<file path="src/rtl/fifo_v3.sv">
// Synchronous FIFO with the common_cells fifo_v3 interface: pointer-based storage,
// optional fall-through, flush, and occupancy output.
module fifo_v3 #(
  parameter bit          FALL_THROUGH = 1'b0,
  parameter int unsigned DATA_WIDTH   = 32,
  parameter int unsigned DEPTH        = 8,
  parameter int unsigned ADDR_DEPTH   = (DEPTH > 1) ? $clog2(DEPTH) : 1
) (
  input  logic                  clk_i,
  input  logic                  rst_ni,
  input  logic                  flush_i,
  input  logic                  testmode_i,
  output logic                  full_o,
  output logic                  empty_o,
  output logic [ADDR_DEPTH-1:0] usage_o,
  input  logic [DATA_WIDTH-1:0] data_i,
  input  logic                  push_i,
  output logic [DATA_WIDTH-1:0] data_o,
  input  logic                  pop_i
);
  localparam logic [ADDR_DEPTH:0]   FullCnt = (ADDR_DEPTH+1)'(DEPTH);
  localparam logic [ADDR_DEPTH-1:0] LastPtr = ADDR_DEPTH'(DEPTH - 1);

  logic [DATA_WIDTH-1:0] mem_q [DEPTH];
  logic [ADDR_DEPTH-1:0] rd_ptr_q, wr_ptr_q;
  logic [ADDR_DEPTH:0]   cnt_q;
  logic                  wr_en, rd_en, bypass;
  logic                  unused_testmode;

  assign unused_testmode = testmode_i;

  assign full_o  = (cnt_q == FullCnt);
  assign usage_o = cnt_q[ADDR_DEPTH-1:0];
  // A fall-through FIFO hands a pushed word straight to a same-cycle pop when empty.
  assign bypass  = FALL_THROUGH && (cnt_q == '0) && push_i;
  assign empty_o = (cnt_q == '0) && !bypass;
  assign data_o  = bypass ? data_i : mem_q[rd_ptr_q];
  assign wr_en   = push_i && !full_o && !(bypass && pop_i);
  assign rd_en   = pop_i && !empty_o && !(bypass && pop_i);

  always_ff @(posedge clk_i or negedge rst_ni) begin
    if (!rst_ni) begin
      rd_ptr_q <= '0;
      wr_ptr_q <= '0;
      cnt_q    <= '0;
    end else if (flush_i) begin
      rd_ptr_q <= '0;
      wr_ptr_q <= '0;
      cnt_q    <= '0;
    end else begin
      if (wr_en) wr_ptr_q <= (wr_ptr_q == LastPtr) ? '0 : wr_ptr_q + 1'b1;
      if (rd_en) rd_ptr_q <= (rd_ptr_q == LastPtr) ? '0 : rd_ptr_q + 1'b1;
      if (wr_en && !rd_en)      cnt_q <= cnt_q + 1'b1;
      else if (rd_en && !wr_en) cnt_q <= cnt_q - 1'b1;
    end
  end

  always_ff @(posedge clk_i) begin
    if (wr_en) mem_q[wr_ptr_q] <= data_i;
  end
endmodule

</file>
<file path="src/rtl/axi_aw_w_sequencer.sv">
// Shares one AXI write master among NoSlvPorts requesters: round-robin AW grant with
// AXI-stable lock, and W bursts steered in AW-grant order through an in-order FIFO.
module axi_aw_w_sequencer #(
  parameter int unsigned NoSlvPorts = 4,
  parameter int unsigned MaxWTrans  = 8,
  parameter int unsigned SelWidth   = $clog2(NoSlvPorts)
) (
  input  logic                  clk_i,
  input  logic                  rst_ni,
  input  logic                  test_i,
  input  logic [NoSlvPorts-1:0] slv_aw_valid_i,
  output logic [NoSlvPorts-1:0] slv_aw_ready_o,
  output logic                  mst_aw_valid_o,
  input  logic                  mst_aw_ready_i,
  output logic [SelWidth-1:0]   aw_sel_o,
  input  logic [NoSlvPorts-1:0] slv_w_valid_i,
  input  logic [NoSlvPorts-1:0] slv_w_last_i,
  output logic [NoSlvPorts-1:0] slv_w_ready_o,
  output logic                  mst_w_valid_o,
  input  logic                  mst_w_ready_i,
  output logic [SelWidth-1:0]   w_sel_o,
  output logic                  w_sel_valid_o
);
  localparam logic [SelWidth-1:0] LastIdx = SelWidth'(NoSlvPorts - 1);
  localparam int unsigned FifoAddr = (MaxWTrans > 1) ? $clog2(MaxWTrans) : 1;

  logic [SelWidth-1:0] rr_q, lock_idx_q, cand, aw_sel, head;
  logic                lock_q, aw_hs, w_pop, fifo_full, fifo_empty;
  logic [FifoAddr-1:0] fifo_usage_unused;

  always_comb begin
    int unsigned idx;
    logic        found;
    cand  = '0;
    found = 1'b0;
    for (int unsigned i = 0; i < NoSlvPorts; i++) begin
      idx = (32'(rr_q) + i) % NoSlvPorts;
      if (!found && slv_aw_valid_i[idx]) begin
        cand  = idx[SelWidth-1:0];
        found = 1'b1;
      end
    end
  end

  // Outputs are forced low while reset is asserted, even with requests still pending.
  assign aw_sel         = lock_q ? lock_idx_q : cand;
  assign aw_sel_o       = rst_ni ? aw_sel : '0;
  assign mst_aw_valid_o = rst_ni & (lock_q | ((|slv_aw_valid_i) & ~fifo_full));
  assign aw_hs          = mst_aw_valid_o & mst_aw_ready_i;

  always_comb begin
    slv_aw_ready_o = '0;
    if (aw_hs) slv_aw_ready_o[aw_sel] = 1'b1;
  end

  always_ff @(posedge clk_i or negedge rst_ni) begin
    if (!rst_ni) begin
      rr_q       <= '0;
      lock_q     <= 1'b0;
      lock_idx_q <= '0;
    end else if (aw_hs) begin
      rr_q   <= (aw_sel == LastIdx) ? '0 : aw_sel + 1'b1;
      lock_q <= 1'b0;
    end else if (mst_aw_valid_o) begin
      lock_q     <= 1'b1;
      lock_idx_q <= aw_sel;
    end
  end

  assign w_sel_valid_o = ~fifo_empty;
  assign w_sel_o       = fifo_empty ? '0 : head;
  assign mst_w_valid_o = ~fifo_empty & slv_w_valid_i[head];
  assign w_pop         = mst_w_valid_o & mst_w_ready_i & slv_w_last_i[head];

  always_comb begin
    slv_w_ready_o = '0;
    if (!fifo_empty && mst_w_ready_i) slv_w_ready_o[head] = 1'b1;
  end

  fifo_v3 #(
    .FALL_THROUGH (1'b0),
    .DATA_WIDTH   (SelWidth),
    .DEPTH        (MaxWTrans)
  ) i_grant_fifo (
    .clk_i      (clk_i),
    .rst_ni     (rst_ni),
    .flush_i    (1'b0),
    .testmode_i (test_i),
    .full_o     (fifo_full),
    .empty_o    (fifo_empty),
    .usage_o    (fifo_usage_unused),
    .data_i     (aw_sel),
    .push_i     (aw_hs),
    .data_o     (head),
    .pop_i      (w_pop)
  );
endmodule

</file>
<file path="config.mk">
export PLATFORM = sky130hd
export DESIGN_NAME = axi_aw_w_sequencer
export DESIGN_NICKNAME = d
export VERILOG_FILES = /design/src/rtl/fifo_v3.sv /design/src/rtl/axi_aw_w_sequencer.sv
export SDC_FILE = /design/constraint.sdc
export NUM_CORES = 1
export LEC_CHECK = 0
export CORE_ASPECT_RATIO = 1.2
export CORE_MARGIN = 2
export CORE_UTILIZATION = 40
export CTS_CLUSTER_SIZE = 8
export DETAILED_ROUTE_END_ITERATION = 10
export GPL_TIMING_DRIVEN = 0
export PLACE_DENSITY = 0.61
export SYNTH_ARGS = -nofsm -noshare
export SYNTH_HDL_FRONTEND = slang
export SYNTH_HIERARCHICAL = 1
export SYNTH_SLANG_ARGS = --single-unit
export TNS_END_PERCENT = 5
</file>
<file path="constraint.sdc">
create_clock -name clk_i -period 7.9 [get_ports clk_i]
set_input_delay 1.58 -clock clk_i [delete_from_list [all_inputs] [get_ports clk_i]]
set_output_delay 1.58 -clock clk_i [all_outputs]
set_load 0.01 [all_outputs]
</file>
==> impl_metrics.env <==
export IMPL_outcome="finished, final reports clean"
export IMPL_cts_tree="yes"
export IMPL_ios=32
export IMPL_cts_sinks=31
export IMPL_switching_share_pct=32.65
export IMPL_skew_ns=0.004744
export IMPL_power_frac_clock_pct=24.9
export IMPL_leakage_nw=0.9535
export IMPL_fin_cells=262
export IMPL_clockBufferDepth=2
export IMPL_fin_area_um2=2364
export IMPL_timing_slew_headroom_pct=26.14
export IMPL_fp_dieH_um=79.09
export IMPL_yosys_warnings=6
export IMPL_vias=1391
export IMPL_gr_total_overflow=0
export IMPL_dp_hpwl_um=3109
export IMPL_syn2layout_area_growth_pct=25.77
export IMPL_ir_worst_vdd_mv=0.1188
export IMPL_placed_area_um2=2256
export IMPL_gr_usage_all_layers_pct=17.10
export IMPL_die_area_um2=5265
export IMPL_end_kind="output port"
export IMPL_netlist_instances=165
export IMPL_setup_ws_ns=1.901
export IMPL_powerDensity_nw_per_um2=253.2
export IMPL_antenna_cells=0
export IMPL_rsz0062_at_grt="false"
export IMPL_gp_congestion=0.7803
export IMPL_nets=232
export IMPL_clkLatencyLatePin_ns=0.28
export IMPL_finalWirelength_um=3978
export IMPL_cts_made_buffers=5
export IMPL_comb_power_share_pct=37.2
export IMPL_final_layout_size_suffix_gt1_share_pct=16.67
export IMPL_hp_class="reg2reg"
export IMPL_worstPathArrival_ns=4.42
export IMPL_p_seq_share_pct=37.9
export IMPL_syn_cell_area_um2=1879
export IMPL_report_final_hold_viol_count=0
export IMPL_place_ws_ns=1.915
export IMPL_grt_pass1_vias=1500
export IMPL_p_int_w=0.0004031
export IMPL_finalMaxSlewViolations=0
export IMPL_coreArea_um2=4561
export IMPL_whs_ns=0.5078
export IMPL_ant_nets=0
export IMPL_grt_start_max_net_pins=18
export IMPL_min_period_ns=5.999
export IMPL_tightest_slew_ns=1.096
export IMPL_critical_path_required_ns=6.32
export IMPL_drc=0
export IMPL_postCtsSetupBuffers=0
export IMPL_root_buffer="clkbuf_8"
export IMPL_synth_area_per_cell_um2=11.39
export IMPL_reg2regPathDepth=13
export IMPL_fmax_mhz=166.7
export IMPL_io_buffers=30
export IMPL_chipWidth_um=66.57
export IMPL_finalSetupViolCount=0
export IMPL_worstPathMaxFanout=12
export IMPL_drt_iter0_drc=22
export IMPL_worstSetupPathType="in2out"
export IMPL_h_tree_depth=2
export IMPL_fin_setup_tns_ns=0
export IMPL_num_rows=27
export IMPL_grt_pass1_wl_um=6734
export IMPL_dp_cells=254
export IMPL_wl_per_cell_um=15.18
export IMPL_antenna_found_initial=0
export IMPL_post_cts_resized=0
export IMPL_min_path_cells=1
export IMPL_cts_hold_buf=0
export IMPL_path_clk_slew_ns=0.07
export IMPL_power_switching_w=0.0001954
export IMPL_firstDrtPassIters=4
export IMPL_startpoint_type="input pin"
export IMPL_fin_crit_sh_pct=75.93
export IMPL_maxCapViolCount=0
export IMPL_initial_utilization_pct=41.21
export IMPL_routed_via_density=5.309
-- state kept, by name, indices dropped and copies added (netlist names) --
name                   cells
i_grant_fifo/cnt_q         4
i_grant_fifo/mem_q        16
i_grant_fifo/rd_ptr_q      3
i_grant_fifo/wr_ptr_q      3
lock_idx_q                 2
lock_q                     1
rr_q                       2
-- layer usage --
metal  vias to the layer above  share of wire (%)  GRT usage, %
li1                        673                  -             -
met1                       667                 39         17.52
met2                        44                 53         32.10
met3                         7                5.2         4.108
met4                         0                2.7         7.347
met5                         -                  0             0
-- metrics by stage --
stage	power (W)	utilization, %
after floorplan	0.0003681	-
after global placement	0.0004391	49.46
after detailed placement	0.0004542	49.46
after CTS	0.0006065	51.82
after global routing	0.0006436	51.82
final	0.0005985	51.82
-- final timing paths --
check,slack [ns],start,to
max,1.90,slv_aw_valid_i[3],slv_aw_ready_o[0]
min reg2reg,0.51,lock_idx_q[0]$_DFFE_PN0P_,lock_idx_q[0]$_DFFE_PN0P_
min,0.51,lock_idx_q[0]$_DFFE_PN0P_,lock_idx_q[0]$_DFFE_PN0P_
max reg2reg,3.94,i_grant_fifo/rd_ptr_q[0]$_DFFE_PN0P_,i_grant_fifo/cnt_q[3]$_DFFE_PN0P_
max in group asynchronous,5.64,rst_ni,i_grant_fifo/rd_ptr_q[1]$_DFFE_PN0P_
min in group asynchronous,1.76,rst_ni,lock_idx_q[0]$_DFFE_PN0P_
-- worst max-delay path, cell delays in order --
cell	delay (ns)
clkdlybuf4s50_1	0.55
nand4b_1	0.13
o21ai_0	0.15
o41ai_2	0.97
inv_1	0.16
ha_1	0.23
and2_2	0.16
clkdlybuf4s50_1	0.47
-- layout make-up --
| type | count | area, um^2 |
|---|---|---|
| Multi-Input combinational cell | 120 | 962.2 |
| Sequential cell | 31 | 855.8 |
| Clock buffer | 5 | 68.82 |
| Inverter | 9 | 33.78 |
| Buffer | 6 | 31.28 |
| Tap cell | 58 | 72.57 |
| Timing Repair Buffer | 30 | 300.3 |
| Fill cell | 413 | 2197 |
| Clock inverter | 3 | 38.79 |
-- cells in the final DEF (no fill, tap or decap), drive strengths merged, types with 6 or more instances in the layout --
cell	n
ha	11
nor2	16
and2	9
dfrtp	15
nor3	6
clkdlybuf4s50	30
edfxtp	16
inv	9
clkbuf	8
a21oi	8
nand2	13
mux4	6
-- power by group through the flow --
stage	registers (W)	logic, W	clock network, W
floorplan	0.000223	0.000145	0
global placement	0.000228	0.000211	0
detailed placement	0.000230	0.000224	0
CTS	0.000227	0.000226	0.000154
global route	0.000231	0.000252	0.000161
finish	0.000227	0.000223	0.000149
No activity file was read; power rests on OpenSTA's default activity.
